<file path="config.mk">
export PLATFORM = sky130hd
export DESIGN_NAME = cdu_read_counter_ctrl
export DESIGN_NICKNAME = d
export VERILOG_FILES = /design/src/rtl/cdu_pkg.sv /design/src/rtl/cdu_sync2.sv /design/src/rtl/cdu_read_counter_ctrl.sv
export SDC_FILE = /design/constraint.sdc
export NUM_CORES = 1
export LEC_CHECK = 0
export ABC_AREA = 1
export BUFFER_PORTS_ARGS = -buffer_cell sky130_fd_sc_hd__buf_4
export CAP_MARGIN = 20
export CELL_PAD_IN_SITES_DETAIL_PLACEMENT = 1
export CELL_PAD_IN_SITES_GLOBAL_PLACEMENT = 2
export CORE_MARGIN = 1
export CORE_UTILIZATION = 34
export CTS_CLUSTER_SIZE = 8
export DETAILED_ROUTE_END_ITERATION = 8
export PLACE_DENSITY = 0.81
export SETUP_SLACK_MARGIN = 0.5
export SLEW_MARGIN = 20
export SYNTH_ARGS = -nofsm -noshare
export SYNTH_HDL_FRONTEND = slang
export SYNTH_SLANG_ARGS = --single-unit
</file>
<file path="constraint.sdc">
create_clock -name clk -period 8.2 [get_ports clk]
set_input_delay 1.64 -clock clk [delete_from_list [all_inputs] [get_ports clk]]
set_output_delay 1.64 -clock clk [all_outputs]
set_load 0.01 [all_outputs]
</file>
<file path="src/rtl/cdu_pkg.sv">
// Shared types and constants for the CDU read-counter servo loop.
// Holds the loop state encoding and default step rates.
package cdu_pkg;

  localparam int LADDER_BITS    = 7;
  localparam int DEF_CNT_W      = 16;
  localparam int DEF_SLOW_DIV   = 8;
  localparam int DEF_FAST_DIV   = 2;
  localparam int DEF_SETTLE_CYC = 4;

  typedef enum logic [1:0] {
    HOLD,
    SLOW,
    FAST,
    SETTLE
  } cdu_state_e;

  typedef struct packed {
    logic f2;
    logic f1;
    logic sp;
  } cdu_flags_t;

  function automatic int max3(
    input int a,
    input int b,
    input int c
  );
    int m;
    m = a;
    if (b > m) m = b;
    if (c > m) m = c;
    return m;
  endfunction

endpackage

</file>
<file path="src/rtl/cdu_sync2.sv">
// Two-flop synchronizer for asynchronous threshold/sign flags.
// Synchronous active-low reset clears both stages.
module cdu_sync2 #(
  parameter int W = 1
) (
  input  logic         clk_i,
  input  logic         rst_ni,
  input  logic [W-1:0] d_i,
  output logic [W-1:0] q_o
);

  logic [W-1:0] s1_q;
  logic [W-1:0] s2_q;

  always_ff @(posedge clk_i) begin
    if (!rst_ni) begin
      s1_q <= '0;
      s2_q <= '0;
    end else begin
      s1_q <= d_i;
      s2_q <= s1_q;
    end
  end

  assign q_o = s2_q;

endmodule

</file>
<file path="src/rtl/cdu_read_counter_ctrl.sv">
// Read-counter servo: steps the counter from coarse/fine error flags
// and drives the active-low ladder switches that null the error.
module cdu_read_counter_ctrl
  import cdu_pkg::*;
#(
  parameter int CNT_W      = DEF_CNT_W,
  parameter int SLOW_DIV   = DEF_SLOW_DIV,
  parameter int FAST_DIV   = DEF_FAST_DIV,
  parameter int SETTLE_CYC = DEF_SETTLE_CYC,
  parameter bit DIR_INV    = 1'b0
) (
  input  logic             clk,
  input  logic             rst_n,
  input  logic             _TLF1H,
  input  logic             _TLF2H,
  input  logic             _ERRP,
  input  logic             zero,
  output logic [CNT_W-1:0] count,
  output logic             up_pulse,
  output logic             dn_pulse,
  output logic             _D15,
  output logic             _D16,
  output logic             _D17,
  output logic             _D18,
  output logic             _D19,
  output logic             _D20,
  output logic             _D21
);

  localparam int DIV_MAX = max3(SLOW_DIV, FAST_DIV, SETTLE_CYC);
  localparam int DIV_W   = $clog2(DIV_MAX + 1);

  localparam logic [DIV_W-1:0] SLOW_LAST   = DIV_W'(SLOW_DIV - 1);
  localparam logic [DIV_W-1:0] FAST_LAST   = DIV_W'(FAST_DIV - 1);
  localparam logic [DIV_W-1:0] SETTLE_LAST = DIV_W'(SETTLE_CYC - 1);

  cdu_flags_t       flags;
  cdu_state_e       state_q, state_d;
  logic [DIV_W-1:0] div_q, div_d;
  logic [CNT_W-1:0] cnt_q, cnt_d;
  logic             dir_q, dir_d;
  logic             up_q, up_d;
  logic             dn_q, dn_d;
  logic             dir_live;
  logic             step_up;
  logic             step_dn;

  cdu_sync2 #(
    .W($bits(cdu_flags_t))
  ) u_sync (
    .clk_i (clk),
    .rst_ni(rst_n),
    .d_i   ({_TLF2H, _TLF1H, _ERRP}),
    .q_o   (flags)
  );

  assign dir_live = flags.sp ^ DIR_INV;

  always_comb begin
    state_d = state_q;
    div_d   = div_q;
    dir_d   = dir_q;
    step_up = 1'b0;
    step_dn = 1'b0;
    unique case (state_q)
      HOLD: begin
        div_d = '0;
        if (flags.f2) begin
          state_d = FAST;
          dir_d   = dir_live;
        end else if (flags.f1) begin
          state_d = SLOW;
          dir_d   = dir_live;
        end
      end
      SLOW: begin
        if (div_q == SLOW_LAST) begin
          state_d = SETTLE;
          div_d   = '0;
          step_up = dir_q;
          step_dn = ~dir_q;
        end else begin
          div_d = div_q + 1'b1;
        end
      end
      FAST: begin
        // Exit wins over a due step so the loop never overshoots.
        if (!flags.f2 || (dir_live != dir_q)) begin
          state_d = SETTLE;
          div_d   = '0;
        end else if (div_q == FAST_LAST) begin
          div_d   = '0;
          step_up = dir_q;
          step_dn = ~dir_q;
        end else begin
          div_d = div_q + 1'b1;
        end
      end
      SETTLE: begin
        if (div_q == SETTLE_LAST) begin
          state_d = HOLD;
          div_d   = '0;
        end else begin
          div_d = div_q + 1'b1;
        end
      end
      default: begin
        state_d = HOLD;
        div_d   = '0;
      end
    endcase
    if (zero) begin
      state_d = HOLD;
      div_d   = '0;
      step_up = 1'b0;
      step_dn = 1'b0;
    end
  end

  always_comb begin
    cnt_d = cnt_q;
    unique case (1'b1)
      zero:    cnt_d = '0;
      step_up: cnt_d = cnt_q + 1'b1;
      step_dn: cnt_d = cnt_q - 1'b1;
      default: cnt_d = cnt_q;
    endcase
    up_d = step_up;
    dn_d = step_dn;
  end

  always_ff @(posedge clk) begin
    if (!rst_n) begin
      state_q <= HOLD;
      div_q   <= '0;
      cnt_q   <= '0;
      dir_q   <= 1'b0;
      up_q    <= 1'b0;
      dn_q    <= 1'b0;
    end else begin
      state_q <= state_d;
      div_q   <= div_d;
      cnt_q   <= cnt_d;
      dir_q   <= dir_d;
      up_q    <= up_d;
      dn_q    <= dn_d;
    end
  end

  logic [LADDER_BITS-1:0] ladder_n;

  assign ladder_n = ~cnt_q[LADDER_BITS-1:0];

  assign count    = cnt_q;
  assign up_pulse = up_q;
  assign dn_pulse = dn_q;
  assign _D21     = ladder_n[0];
  assign _D20     = ladder_n[1];
  assign _D19     = ladder_n[2];
  assign _D18     = ladder_n[3];
  assign _D17     = ladder_n[4];
  assign _D16     = ladder_n[5];
  assign _D15     = ladder_n[6];

endmodule

</file>
==> metrics.yaml <==
clock_tree:
  clk_latency_ps: 290
  clkSinkCount: 31
  hold_buffers: 0
  cts_tree: "built"
  clk_path_buf_depth: 2
  cts.repair.resized: 0
  cts_buffers: 5
  ctsRootBufferMaster: "clkbuf_8"
  htree_levels: 2
  cts_setup_buffers: 0
  clk_pin_slew_ps: 70
floorplan:
  die_y_um: 81.4
  die_area_mm2: 0.00663
  core_area_mm2: 0.00599
  core.rowCount: 28
  initial_utilization: 0.358
  fp.dieW_um: 81.4
  ios: 31
sta:
  rsz0062_at_grt: "no"
  relSlewSlack: 0.447
  setup_viol: 0
  fin_tns_setup_ps: 0
  fmax_mhz: 261
  tightest_slew_ps: 829
  period_share: 0.468
  layout_min_cycle_time_ps: 3840
  hold_viol_final: 0
  skew_ps: 6.37
  final_max_slew_viol_count: 0
  worst_hold_slack_ps: 415
synthesis:
  ys_seq_area_frac: 0.289
  ys_seq_elements: 31
  ys_warn_count: 0
  syn-instance-count: 309
  ys_types: 34
  avgSynthCellArea_um2: 6.94
  synth_area_mm2: 0.00214
  syn-num-nets: 337
final_layout:
  register_area_um2: 621
  final_net_count: 370
  post-route-cell-area_mm2: 0.00252
  area_growth_pct: 17.7
  layout_commonest_cell: "nand2_1"
  num-fill-cells: 777
  multi_input_area_mm2: 0.00134
  drive_above_1_share: 0.198
  layout_common_cells: "nand2_1, inv_1, dfxtp_1"
  finish.utilization: 0.421
  antenna_cells: 0
pwr:
  switching_share: 0.274
  p_switching_uw: 82.8
  comb_power_share: 0.074
  p_int_uw: 219
  total_power_uw: 302
  p_seq_frac: 0.513
  clkPwrFrac: 0.414
  leakagePower_nw: 1.23
  ir_drop_v: 0.0000673
  powerDensity_mw_per_mm2: 120
placed_design:
  gp_congestion: 0.776
  dp_hpwl_um: 4260
  io_buffers: 30
  postPlaceCellArea_mm2: 0.00244
worst_setup_path:
  crit_path_start_kind: "primary input"
  path_class: "in2reg"
  worstPathRequired_ps: 8420
  critPathCaptureType: "flip-flop"
  path_max_fanout: 14
  arrival_ps: 4060
global_routing:
  track_usage: 0.184
  grt_antenna_before_repair: 0
  grt_max_degree: 19
  grt_pass1_wl_um: 9160
  grt_pass1_vias: 1984
  grt_overflow: 0
routing:
  vias: 2072
  drt_iter0_drc: 63
  route.detailed.drc: 0
  wl_um: 5490
  drtPass1Iterations: 4
  ant_nets: 0
  wl_per_cell_um: 13.1
  vias_per_cell: 4.96
status:
  status: "finished, final reports clean"
job:
  drv_cap: 0
hold_path:
  min_path_type: "reg2reg"
-- synth_stat cells (all sizes together) --
cell / n / area, µm²
nor4: 1 / 6.26
nand2: 83 / 327
and2: 1 / 6.26
fa: 1 / 20.0
o21ai: 12 / 71.3
a31oi: 2 / 12.5
nand3: 28 / 185
a21boi: 1 / 7.51
xor2: 1 / 8.76
clkbuf: 2 / 7.51
ha: 21 / 263
a21oi: 29 / 149
a21o: 1 / 7.51
nor2: 28 / 129
nand3b: 2 / 15.0
nand4: 4 / 25.0
o21bai: 1 / 7.51
or2: 10 / 62.6
o211ai: 1 / 7.51
inv: 42 / 158
buf: 2 / 20.0
dfxtp: 31 / 621
nor4b: 1 / 8.76
nor3: 4 / 20.0
-- critical path, stage by stage --
cell and delay (ps):
buf_4 140, inv_1 90, nand3_1 190, inv_1 480
ha_1 380, nand2_1 150, inv_1 60, a21oi_1 200
nor2_1 60, nor3_1 280, nand2_1 80, nand2_1 80
nand3_2 60, a21oi_1 130
-- through the flow --
step / std cells / setup slack [ps]
final: 418 / 4360
after detailed placement: 410 / 4090
after floorplan: 309 / 4680
after global routing: 418 / 4120
after CTS: 418 / 4360
after global placement: 410 / 4190
-- metal layers --
layer	track usage	up-vias	wire [µm]
li1	-	1070	-
met1	0.227	969	2560
met2	0.317	27	2720
met3	0.0367	6	131
met4	0.0643	0	80
met5	0	-	0
-- logic make-up (layout without fill, tap and decap cells) --
| family | count (synthesis) | in the layout | share of synthesized area |
|---|---|---|---|
| compound gates | 47 | 47 | 0.123 |
| xor+xnor | 1 | 1 | 0.00408 |
| fa+ha+maj | 22 | 22 | 0.132 |
| buf+inv | 46 | 80 | 0.0863 |
| flops | 31 | 31 | 0.289 |
| simple gates | 162 | 162 | 0.366 |
-- layout make-up --
| class | count | area share |
|---|---|---|
| multi-input combinational | 232 | 0.530 |
| clock inverter | 3 | 0.00793 |
| inverter | 42 | 0.0624 |
| sequential | 31 | 0.246 |
| clock buffer | 5 | 0.0273 |
| timing repair buffer | 30 | 0.0892 |
| tap | 75 | 0.0372 |
-- power groups by stage --
| stage | Combinational [mW] | Sequential, mW | Clock, mW |
|---|---|---|---|
| final | 0.0222 | 0.155 | 0.125 |
| after global routing | 0.0253 | 0.155 | 0.137 |
| after CTS | 0.0229 | 0.155 | 0.131 |
| after detailed placement | 0.0228 | 0.158 | 0 |
| after global placement | 0.0225 | 0.158 | 0 |
| after floorplan | 0.0158 | 0.158 | 0 |
-- state kept, by name, indices dropped and copies added (netlist names) --
name / flops
u_sync.s1_q: 3
u_sync.q_o: 3
count: 16
div_q: 4
state_q: 2
dn_pulse: 1
dir_q: 1
up_pulse: 1
-- path summary, 6_finish.rpt --
| path | start | to | slack (ps) | cells past startpoint |
|---|---|---|---|---|
| worst min-delay path | u_sync.s1_q[1]$_SDFF_PN0_ | u_sync.q_o[1]$_SDFF_PN0_ | 420 | 2 |
| worst min register to register | u_sync.s1_q[1]$_SDFF_PN0_ | u_sync.q_o[1]$_SDFF_PN0_ | 420 | 2 |
| worst max register to register | div_q[0]$_SDFF_PP0_ | count[13]$_SDFFE_PN0P_ | 4920 | 17 |
| worst max-delay path | zero | count[13]$_SDFFE_PN0P_ | 4360 | 14 |
Note: power is estimated with default switching activity, not from simulation.
